===== config.mk =====
export PLATFORM = sky130hd
export DESIGN_NAME = cdr_loop_filter
export DESIGN_NICKNAME = d
export VERILOG_FILES = /design/src/rtl/cdr_loop_filter.sv
export SDC_FILE = /design/constraint.sdc
export NUM_CORES = 1
export LEC_CHECK = 0
export CORE_ASPECT_RATIO = 0.7
export CORE_MARGIN = 2
export CORE_UTILIZATION = 60
export CTS_CLUSTER_SIZE = 14
export DETAILED_ROUTE_END_ITERATION = 6
export GPL_ROUTABILITY_DRIVEN = 0
export HOLD_SLACK_MARGIN = 0.03
export PLACE_DENSITY = 0.81
export SLEW_MARGIN = 20
export SYNTH_ARGS = -nofsm -noshare
export SYNTH_HDL_FRONTEND = slang
export SYNTH_SLANG_ARGS = --single-unit

===== constraint.sdc =====
create_clock -name clk -period 15.1 [get_ports clk]
set_input_delay 3.775 -clock clk [delete_from_list [all_inputs] [get_ports clk]]
set_output_delay 3.775 -clock clk [all_outputs]
set_load 0.05 [all_outputs]

===== src/rtl/cdr_loop_filter.sv =====
// CDR digital loop filter: majority-vote decimation of bang-bang early/late
// votes feeding a proportional-plus-integral loop with a lock/gain-switch FSM.
module cdr_loop_filter #(
  parameter int VOTE_LEN    = 8,
  parameter int KP_ACQ      = 4,
  parameter int KP_TRK      = 1,
  parameter int KI_SHIFT    = 6,
  parameter int FREQ_W      = 16,
  parameter int LOCK_WINDOW = 64,
  parameter int LOCK_THRESH = 8
) (
  input  logic                     clk,
  input  logic                     rst_n,
  input  logic                     en,
  input  logic                     valid,
  input  logic                     up,
  input  logic                     dn,
  output logic [8:0]               phase_shift,
  output logic                     phase_valid,
  output logic signed [FREQ_W-1:0] freq_word,
  output logic                     locked
);

  localparam int PH_W = 9 + KI_SHIFT;
  localparam int VS_W = $clog2(VOTE_LEN + 1) + 1;
  localparam int VC_W = $clog2(VOTE_LEN);
  localparam int LS_W = $clog2(LOCK_WINDOW + 1) + 1;
  localparam int LC_W = (LOCK_WINDOW > 1) ? $clog2(LOCK_WINDOW) : 1;

  localparam logic signed [FREQ_W:0] FREQ_MAX = (FREQ_W + 1)'((2 ** (FREQ_W - 1)) - 1);
  localparam logic signed [FREQ_W:0] FREQ_MIN = -FREQ_MAX;
  localparam logic [PH_W-1:0]        STEP_ACQ = PH_W'(KP_ACQ << KI_SHIFT);
  localparam logic [PH_W-1:0]        STEP_TRK = PH_W'(KP_TRK << KI_SHIFT);

  typedef enum logic {
    S_ACQ   = 1'b0,
    S_TRACK = 1'b1
  } state_t;

  state_t                   r_state;
  state_t                   w_state_next;
  logic signed [VS_W-1:0]   r_vote_sum;
  logic [VC_W-1:0]          r_vote_cnt;
  logic                     r_d_valid;
  logic signed [1:0]        r_d;
  logic signed [FREQ_W-1:0] r_freq_acc;
  logic [PH_W-1:0]          r_phase_acc;
  logic                     r_phase_valid;
  logic signed [LS_W-1:0]   r_lock_sum;
  logic [LC_W-1:0]          r_lock_cnt;

  logic                     w_accept;
  logic                     w_win_done;
  logic                     w_update;
  logic signed [1:0]        w_vote;
  logic signed [VS_W-1:0]   w_vote_total;
  logic signed [1:0]        w_d_new;
  logic signed [FREQ_W:0]   w_freq_ext;
  logic signed [FREQ_W-1:0] w_freq_next;
  logic [PH_W-1:0]          w_step;
  logic [PH_W-1:0]          w_prop;
  logic [PH_W-1:0]          w_freq_sext;
  logic [PH_W-1:0]          w_phase_next;
  logic signed [LS_W-1:0]   w_lock_total;
  logic [31:0]              w_lock_mag;
  logic                     w_lock_done;

  // ---------------- vote decimation ----------------
  assign w_accept     = en & valid;
  assign w_win_done   = w_accept && (r_vote_cnt == VC_W'(VOTE_LEN - 1));
  assign w_update     = en & r_d_valid;
  assign w_vote       = (up & ~dn) ? 2'sd1 : ((dn & ~up) ? -2'sd1 : 2'sd0);
  assign w_vote_total = r_vote_sum + VS_W'(w_vote);
  assign w_d_new      = (w_vote_total > 0) ? 2'sd1 : ((w_vote_total < 0) ? -2'sd1 : 2'sd0);

  // NOTE: sequential state uses non-blocking assignments so every register
  // samples pre-edge values regardless of process evaluation order.
  always_ff @(posedge clk or negedge rst_n) begin
    if (!rst_n) begin
      r_vote_sum <= '0;
      r_vote_cnt <= '0;
      r_d_valid  <= 1'b0;
      r_d        <= 2'sd0;
    end else if (en) begin
      // A pending decision is consumed by the update at this same edge.
      r_d_valid <= w_win_done;
      if (w_win_done) begin
        r_d        <= w_d_new;
        r_vote_sum <= '0;
        r_vote_cnt <= '0;
      end else if (w_accept) begin
        r_vote_sum <= w_vote_total;
        r_vote_cnt <= r_vote_cnt + 1'b1;
      end
    end
  end

  // ---------------- PI loop datapath ----------------
  assign w_freq_ext  = {r_freq_acc[FREQ_W-1], r_freq_acc} + (FREQ_W + 1)'(r_d);
  assign w_freq_next = (w_freq_ext > FREQ_MAX) ? FREQ_MAX[FREQ_W-1:0] :
                       (w_freq_ext < FREQ_MIN) ? FREQ_MIN[FREQ_W-1:0] :
                                                 w_freq_ext[FREQ_W-1:0];
  assign w_step       = (r_state == S_TRACK) ? STEP_TRK : STEP_ACQ;
  assign w_prop       = (r_d == 2'sd1) ? w_step : ((r_d == -2'sd1) ? -w_step : '0);
  // Sign-extend (or wrap) the frequency into the phase accumulator width.
  assign w_freq_sext  = PH_W'(w_freq_next);
  assign w_phase_next = r_phase_acc + w_prop + w_freq_sext;

  assign w_lock_total = r_lock_sum + LS_W'(r_d);
  assign w_lock_mag   = (w_lock_total < 0) ? 32'(-w_lock_total) : 32'(w_lock_total);
  assign w_lock_done  = (r_lock_cnt == LC_W'(LOCK_WINDOW - 1));

  always_ff @(posedge clk or negedge rst_n) begin
    if (!rst_n) begin
      r_freq_acc    <= '0;
      r_phase_acc   <= '0;
      r_phase_valid <= 1'b0;
      r_lock_sum    <= '0;
      r_lock_cnt    <= '0;
    end else begin
      r_phase_valid <= w_update;
      if (w_update) begin
        r_freq_acc  <= w_freq_next;
        r_phase_acc <= w_phase_next;
        if (w_lock_done) begin
          r_lock_sum <= '0;
          r_lock_cnt <= '0;
        end else begin
          r_lock_sum <= w_lock_total;
          r_lock_cnt <= r_lock_cnt + 1'b1;
        end
      end
    end
  end

  // ---------------- lock FSM ----------------
  always_ff @(posedge clk or negedge rst_n) begin
    if (!rst_n) r_state <= S_ACQ;
    else        r_state <= w_state_next;
  end

  // NOTE: the default assignment first keeps this block purely combinational
  // (no latch) on paths that do not change state.
  always_comb begin
    w_state_next = r_state;
    if (w_update && w_lock_done) begin
      case (r_state)
        S_ACQ:   if (w_lock_mag <= 32'(LOCK_THRESH))     w_state_next = S_TRACK;
        S_TRACK: if (w_lock_mag >  32'(2 * LOCK_THRESH)) w_state_next = S_ACQ;
        default: w_state_next = S_ACQ;
      endcase
    end
  end

  assign phase_shift = r_phase_acc[8+KI_SHIFT:KI_SHIFT];
  assign phase_valid = r_phase_valid;
  assign freq_word   = r_freq_acc;
  assign locked      = (r_state == S_TRACK);

endmodule


# Word-level counts from Yosys, hierarchy flattened
# Index checks and enable logic that the tools add are counted.
[op_classes] add_sub_neg=9 n_lt_le_gt_ge=7 n_eq_ne=4 muxes=19 bitwise=7 reduce_logical=5
[op_table] operator="32-bit by 5-bit > comparator with 1-bit output, second input constant" count=1
[op_table] operator="32-bit by 4-bit <= comparator with 1-bit output, second input constant" count=1
[op_table] operator="16-bit 2-to-1 mux" count=2
[op_table] operator="32-bit 2-to-1 mux" count=1
[op_table] operator="8-bit negation with 32-bit output" count=1
[op_table] operator="15-bit adder" count=2
[op_table] operator="15-bit 2-to-1 mux" count=2
[op_table] operator="16-bit by 2-bit adder with 17-bit output" count=1
[op_table] operator="17-bit by 16-bit > comparator with 1-bit output, second input constant" count=1
[op_table] operator="17-bit by 16-bit < comparator with 1-bit output, second input constant" count=1
[op_table] operator="9-bit negation with 15-bit output" count=1
[op_table] operator="5-bit 2-to-1 mux" count=2
[op_table] operator="9-bit 2-to-1 mux" count=1
[op_table] operator="8-bit by 2-bit adder with 8-bit output" count=1
[op_table] operator="8-bit by 1-bit < comparator with 1-bit output, second input constant" count=1
[op_table] operator="2-bit 2-to-1 mux" count=4
[op_table] operator="8-bit 2-to-1 mux" count=1
[op_table] operator="6-bit by 1-bit adder with 6-bit output, second input constant" count=1
[op_table] operator="6-bit equality test, second input constant" count=1
[op_table] operator="3-bit 2-to-1 mux" count=2
[op_table] operator="6-bit 2-to-1 mux" count=1
[op_table] operator="5-bit by 2-bit adder with 5-bit output" count=1
[op_table] operator="5-bit by 1-bit > comparator with 1-bit output, second input constant" count=1
[op_table] operator="5-bit by 1-bit < comparator with 1-bit output, second input constant" count=1
[op_table] operator="other kinds (11)" count=19
[word_totals] regBits=58 input_bits=6

# Logic depth before layout (Yosys ltp)
# Gate-level depths: netlist (run 1).
[logic_depth] ltp_word=8 mapped_depth=25 ltp_nobuf=24

# Worst setup path after synthesis (run 1)
# No wires, ideal clock.
[synth_timing] path_type="reg2reg" startpoint="register r_d[1]" endpoint="register r_phase_acc[14]" setup_ps=122 t_arrival_ps=5899 setup_slack_ps=9079 stages_incl_launch_ff=22 n_path_buf=1 synth_period_minus_slack_ps=6021 cell_sequence="dfrtp_1 ha_1 a21o_1 or3_4 o211ai_4 a31oi_1 xnor2_1 nor4bb_1 a41oi_2 nor2_2 buf_2 a21oi_1 ha_1 ha_1 a211o_1 a2111oi_0 o21a_1 o31ai_1 a31o_1 and3_1 or4_1 xor2_1"
[synth_between] elab_chain_len=5 word_cells_on_any_way=11
[synth_lines] item="from (decl)" line_no="45" text="logic signed [1:0] r_d;"
[synth_lines] item="from (signal assigned)" line_no="88" text="r_d <= w_d_new;"
[synth_lines] item="16-bit by 2-bit adder with 17-bit output *" line_no="99" text="assign w_freq_ext = {r_freq_acc[FREQ_W-1], r_freq_acc} + (FREQ_W + 1)'(r_d);"
[synth_lines] item="17-bit by 16-bit < comparator with 1-bit output" line_no="101" text="(w_freq_ext < FREQ_MIN) ? FREQ_MIN[FREQ_W-1:0] :"
[synth_lines] item="16-bit 2-to-1 mux" line_no="101"
[synth_lines] item="16-bit 2-to-1 mux *" line_no="100" text="assign w_freq_next = (w_freq_ext > FREQ_MAX) ? FREQ_MAX[FREQ_W-1:0] :"
[synth_lines] item="named net w_freq_next[2]" line_no="59" text="logic signed [FREQ_W-1:0] w_freq_next;"
[synth_lines] item="15-bit adder *" line_no="107" text="assign w_phase_next = r_phase_acc + w_prop + w_freq_sext;"
[synth_lines] item="to (signal assigned)" line_no="124" text="r_phase_acc <= w_phase_next;"
[synth_lines] item="to (decl)" line_no="47" text="logic [PH_W-1:0] r_phase_acc;"
# The timed path passes the listed nets; every way through them passes the cells marked *.
# A chain may end at the register's enable or synchronous reset.

# Worst setup path after layout (run 1)
# Ends and elaborated chain as after synthesis.

==> summary.md, run 1 <==
| Metric | Value |
|---|---|
| Io pins | `33` |
| WL/cell | `16.39 um` |
| Worst Setup Start Kind | `flip-flop` |
| Die Span Y | `78.84 um` |
| Initial antenna violation count | `0` |
| Fmax | `0.1517 GHz` |
| Tot GR Track Use | `0.2711` |
| DRC | `0` |
| Top post-synthesis cells by area | `dfrtp_1, ha_1, a21oi_1` |
| Vias in the first global route | `3,941` |
| Die Area | `8745 sq um` |
| Async SR Flop Fraction | `1.000` |
| # diodes | `0` |
| Largest net degree at the start of global routing | `67` |
| Final setup violating endpoints | `0` |
| CTS Root Cell | `clkbuf_16` |
| CTS clk-pin slew, worst paths | `0.05 ns` |
| Row count | `27` |
| Clk Latency, worst-skew pair | `0.33 ns` |
| Initial Util | `0.6152` |
| Pre-antenna DRT Iters | `5` |
| Worst Path Arrival | `6.81 ns` |
| Mapped Area | `4801 sq um` |
| Slew @ Worst Pin | `0.7340 ns` |
| Initial DRC count | `265` |
| Synthesized area per cell | `8.990 sq um` |
| Core Box Area | `7804 sq um` |
| Hpwl dp | `7.923 mm` |
| Number of synthesized flops with an enable pin | `0` |
| Post-Syn Nets | `603` |
| Top cell type's share of synthesized area | `0.3023` |
| Hold Fails Final Rpt | `0` |
| CTS tree | `done` |
| Fin Hold WS | `0.4767 ns` |
| Routed Antenna Nets | `0` |
| Clock net sink count | `58` |
| Post-CTS Resized | `0` |
| Largest area contributor in the netlist | `dfrtp_1` |
| Dpl cell area | `5154 sq um` |
| CP required | `15.32 ns` |
| PortBufs | `32` |
| Slew Viols, Final | `0` |
| Routed WL | `10.90 mm` |
| Max Cap Viol | `0` |
| Fin crit share | `0.4367` |
| Register area share after synthesis | `0.3023` |
| Vias | `4,010` |
| Final-stage net count | `628` |
| Via/cell ratio | `6.030` |
| Setup TNS | `0 ns` |
| Design area | `5507 sq um` |
| First-pass GRT wire length | `19.08 mm` |
| Prevailing post-synth register cell | `dfrtp_1` |
| Area grow syn2layout | `14.70%` |
| Clk_skew | `0.007178 ns` |
| HP Start | `r_lock_cnt[5]$_DFFE_PN0P_` |
| Relative slew slack | `0.4980` |
| Yosys Warn Count | `0` |
| Gr ovfl total | `0` |
| Top-count cell post-synth | `dfrtp_1` |
| Hold Crit Class | `reg -> reg` |
| Clock Tree Buf Depth | `2` |
| Element type at the critical path end | `flip-flop` |
| Final min period | `6.594 ns` |
| Netlist cell types | `61` |
| Post-CTS setup-driven buffer insertion count | `0` |
| Worst r2r src | `r_d[1]$_DFFE_PN0P_` |
| CTS Buf Count | `9` |
| Syn Inst Count | `534` |
| Post-synthesis register bit count | `58` |
| Chip width | `110.9 um` |
| Worst Setup SP | `r_d[1]$_DFFE_PN0P_` |
| Ratio of cells with drive above 1 in the final layout | `0.07270` |
| RSZ-0062 raised after global routing | `no` |
| Reg2Reg Setup Slack | `8.51 ns` |
| Status | `finished, final reports clean` |
| H-Tree Depth | `3` |
| CTS Hold Bufs | `0` |
| Crit-path max FO | `16` |
| Commonest cells in the netlist | `dfrtp_1, ha_1, a21oi_1, nand2_1` |
| Worst setup path category | `reg -> reg` |
| Final core occ | `0.7056` |
through the flow:
step	setup slack [ns]	cells
final	8.506	665
after global routing	8.155	665
after CTS	8.619	665
after detailed placement	8.622	649
after global placement	8.843	649
after floorplan	9.079	534
placed cells by master (no fill, tap or decap), drive strengths merged, types with 11 or more instances in the layout:
cell type and instances:
clkbuf 11, ha 51, nor2 30, a22o 11, a21oi 48, a21o 17, inv 41, o21ai 44
xor2 20, nand3 11, dfrtp 58, fa 12, xnor2 23, clkdlybuf4s50 31, nand2 48
critical path, stage by stage, from the launching register on:
cell       delay, ns
dfrtp_1         0.61
ha_1            0.34
a211oi_2        0.32
nor4_2          0.12
o31ai_1         0.40
a31oi_1         0.18
xnor2_1         0.25
nor4bb_1        0.39
a41oi_2         0.24
nor2_2          0.49
a21oi_1         0.12
ha_1            0.35
ha_1            0.32
a211o_1         0.29
a2111oi_0       0.59
o21a_1          0.21
o31ai_1         0.11
a31o_1          0.27
and3_1          0.15
or4_1           0.53
xor2_1          0.16
cells by family after synthesis:
| family | count (synthesis) | share of synthesized area |
|---|---|---|
| flip-flops | 58 | 0.3023 |
| adder cells (fa/ha/maj) | 68 | 0.1936 |
| AND/OR/NAND/NOR | 131 | 0.1319 |
| buffers and inverters | 62 | 0.05577 |
| XOR/XNOR | 43 | 0.08001 |
| multiplexers | 4 | 0.008861 |
| AO/OA/AOI/OAI | 168 | 0.2275 |
layout make-up:
type                            instances  area, sq um
Inverter                               41        153.9
Tap cell                              101        126.4
Clock inverter                          5        100.1
Fill cell                             600         2297
Clock buffer                           11        252.7
Sequential cell                        58         1451
Multi-Input combinational cell        414         3084
Timing Repair Buffer                   35        337.8
state kept, by name, summed over array words and instances, names as in the netlist:
name,cells
r_lock_sum,8
phase_valid,1
r_vote_sum,5
r_lock_cnt,6
r_d,2
r_d_valid,1
freq_word,16
locked,1
r_phase_acc,15
r_vote_cnt,3
final timing paths:
path                                                to  cells past startpoint
max                        r_phase_acc[14]$_DFFE_PN0P_                     20
min                          r_lock_cnt[5]$_DFFE_PN0P_                      1
max reg2reg                r_phase_acc[14]$_DFFE_PN0P_                     20
min reg2reg                  r_lock_cnt[5]$_DFFE_PN0P_                      1
max in group asynchronous           r_d[1]$_DFFE_PN0P_                      2
min in group asynchronous    r_vote_cnt[2]$_DFFE_PN0P_                      2
layer usage:
layer,wire [um],global-route usage,vias up
met5,0,0,-
met4,157,0.08250,0
met3,568,0.05573,17
met2,5045,0.4436,101
met1,5130,0.3682,1939
li1,-,-,1953
Power of run 1 is not shown: default switching activity piles up to over one toggle a cycle in this logic, so the estimate is an artifact.
==> inputs of run 2 (changes only) <==
--- a/config.mk
+++ b/config.mk
@@ -7,12 +7,12 @@
 export LEC_CHECK = 0
 export CORE_ASPECT_RATIO = 0.7
 export CORE_MARGIN = 2
-export CORE_UTILIZATION = 60
+export CORE_UTILIZATION = 54
 export CTS_CLUSTER_SIZE = 14
 export DETAILED_ROUTE_END_ITERATION = 6
 export GPL_ROUTABILITY_DRIVEN = 0
 export HOLD_SLACK_MARGIN = 0.03
-export PLACE_DENSITY = 0.81
+export PLACE_DENSITY = 0.77
 export SLEW_MARGIN = 20
 export SYNTH_ARGS = -nofsm -noshare
 export SYNTH_HDL_FRONTEND = slang
==> constraint.sdc (replaced) <==
create_clock -name clk -period 5.6 [get_ports clk]
set_input_delay 1.4 -clock clk [delete_from_list [all_inputs] [get_ports clk]]
set_output_delay 1.4 -clock clk [all_outputs]
set_load 0.05 [all_outputs]
==> run 2 against run 1 <==
The run now ends with setup timing left. Global-route usage shrank 1.5 points. Non-clock buffer count is 32 higher. Final cell count rose by 7.5%. Die area grew 11%. Worst setup slack worse by 8.6 ns. Register-to-register slack got worse by 8.6 ns. Sequential share of layout area down 2.1 points. Clock skew rose by 0.0018 ns. Final area grew 9.2%. Count of clock-buffer cells in the layout is 2 lower. Worst hold slack worse by 0.0035 ns. Critical path depth grew 1. Largest cell class unchanged.
==> summary.md, run 2 (synthesized netlist as in run 1, its figures left out) <==
| Metric | Value |
|---|---|
| Status | `complete, but fails checks` |
| Violated checks | `setup timing` |
| Crit-path max FO | `8` |
| Chip width | `116.7 um` |
| Hpwl dp | `8.515 mm` |
| Pre-antenna DRT Iters | `5` |
| Critical R2R Capture | `r_phase_acc[14]$_DFFE_PN0P_` |
| Io pins | `33` |
| Final setup violating endpoints | `1` |
| CTS tree | `done` |
| Initial DRC count | `253` |
| CTS Root Cell | `clkbuf_16` |
| Initial antenna violation count | `0` |
| Worst Path Arrival | `5.94 ns` |
| Hold Path End | `r_phase_acc[14]$_DFFE_PN0P_` |
| Clock net sink count | `58` |
| CTS clk-pin slew, worst paths | `0.05 ns` |
| Row count | `28` |
| Via/cell ratio | `5.985` |
| Relative slew slack | `0.4605` |
| PortBufs | `32` |
| HP Start | `r_phase_acc[14]$_DFFE_PN0P_` |
| Hold Fails Final Rpt | `0` |
| Ratio of cells with drive above 1 in the final layout | `0.1832` |
| CTS Hold Bufs | `0` |
| Fin crit share | `1.020` |
| Clk Latency, worst-skew pair | `0.34 ns` |
| Fmax | `0.1750 GHz` |
| Area grow syn2layout | `25.31%` |
| PnR worst setup slack | `-0.1133 ns` |
| CP peak stage delay | `0.54 ns` |
| Slew @ Worst Pin | `0.8035 ns` |
| Worst r2r src | `r_d[1]$_DFFE_PN0P_` |
| CP required | `5.82 ns` |
| First-pass GRT wire length | `19.45 mm` |
| Core Box Area | `8548 sq um` |
| Die Area | `9673 sq um` |
| Most frequent cells in the layout | `dfrtp_1, nand2_1, a21oi_1, inv_1, ha_1` |
| Routed WL | `12.68 mm` |
| Final-stage net count | `660` |
| Vias | `4,279` |
| Layout Cells excl Fill | `715` |
| Final core occ | `0.7037` |
| WL/cell | `17.73 um` |
| Tot GR Track Use | `0.2558` |
| Largest net degree at the start of global routing | `59` |
| Setup TNS | `-0.1133 ns` |
| R2R depth | `21` |
| Slew Viols, Final | `0` |
| Reg2Reg Setup Slack | `-0.11 ns` |
| Vias in the first global route | `4,031` |
| Design area | `6016 sq um` |
| Final min period | `5.713 ns` |
| Initial Util | `0.5616` |
| Cell Chain, Critical Path | `buf_4 -> ha_1 -> a2111oi_4 -> buf_4 -> a31oi_2 -> xnor2_1 -> nor4bb_4 -> a41oi_2 -> nor2_4 -> a21oi_2 -> ha_1 -> ha_4 -> a211o_1 -> a2111oi_4 -> o21a_1 -> o31ai_2 -> a31o_1 -> nand3_1 -> nor2_1 -> or4_1 -> xor2_1` |
| H-Tree Depth | `3` |
| RSZ-0062 raised after global routing | `yes` |
| Max Cap Viol | `0` |
| # fillers | `655` |
| CTS Buf Count | `9` |
| Crit path buf inv count | `2` |
| DRC | `0` |
| Commonest non-fill, non-tap cell in the layout | `dfrtp_1` |
| CP max stage cell | `dfrtp_4` |
| Element type at the critical path end | `flip-flop` |
| Dpl cell area | `5376 sq um` |
| Worst Setup Start Kind | `flip-flop` |
| # diodes | `0` |
| Clk_skew | `0.008968 ns` |
| Hold Crit Class | `reg -> reg` |
| Worst setup path category | `reg -> reg` |
| Top Family by Delay on Critical Path | `compound AO/OA/AOI/OAI gates` |
| Routed Antenna Nets | `0` |
| Die Span Y | `82.89 um` |
| # placed instances | `690` |
| Max reg flops | `16` |
| Gr ovfl total | `0` |
| Hold path depth | `1` |
| Clock Tree Buf Depth | `2` |
==> run 2: cell count changes in the layout (fill, tap and decap cells not counted), sizes merged <==
cell / change
bufinv: +1
buf: +32
clkbuf: -2
==> run 2: layout make-up <==
type                       instances  area [sq um]  area share
clock buffer                       9         225.2     0.03744
clock inverter                     6         130.1     0.02163
inverter                          41         153.9     0.02558
multi-input combinational        414          3314      0.5510
sequential                        58          1460      0.2427
tap                              120         150.1     0.02496
timing repair buffer              67         581.8     0.09671
==> run 2: repair_timing <==
action / CTS / global route
resized for setup: 6 / 36
setup endpoints to repair: 3 / 4
setup buffers: 0 / 10
pin swaps: 2 / 27
endpoints found under the hold margin: 0 / 0
==> run 2: worst reg2reg max path, delay by kind of cell, from the launching register on <==
kind	cells	cell delay (ns)
compound gates	9	2.02
xor+xnor	2	0.41
fa+ha+maj	3	0.95
buf+inv	2	0.41
flops	1	0.54
simple gates	5	1.28
==> run 2: through the flow <==
step	setup WS [ns]	hold WS, ns
global route	-0.2740	0.4931
CTS	0.02023	0.4724
global placement	0.07343	0.4612
floorplan	0.001588	0.4428
detailed placement	-0.08017	0.4659
finish	-0.1133	0.4732
==> run 2: worst max-delay path by stage <==
stage | start | depth (start not counted) | to
2_1_floorplan | freq_word[6]$_DFFE_PN0P_ | 21 | r_phase_acc[14]$_DFFE_PN0P_
3_3_place_gp | r_d[1]$_DFFE_PN0P_ | 20 | r_phase_acc[14]$_DFFE_PN0P_
3_5_place_dp | r_d[1]$_DFFE_PN0P_ | 20 | r_phase_acc[14]$_DFFE_PN0P_
4_1_cts | r_d[1]$_DFFE_PN0P_ | 20 | r_phase_acc[14]$_DFFE_PN0P_
5_1_grt | r_d[1]$_DFFE_PN0P_ | 21 | r_phase_acc[14]$_DFFE_PN0P_
6_report | r_d[1]$_DFFE_PN0P_ | 21 | r_phase_acc[14]$_DFFE_PN0P_
==> run 2: routing by layer <==
| metal | wire [um] | GRT usage | vias up |
|---|---|---|---|
| li1 | - | - | 2021 |
| met1 | 5561 | 0.3527 | 2073 |
| met2 | 5955 | 0.3957 | 144 |
| met3 | 765 | 0.06058 | 41 |
| met4 | 394 | 0.08342 | 0 |
| met5 | 0 | 0 | - |
Power of run 2 is left out for the same reason.
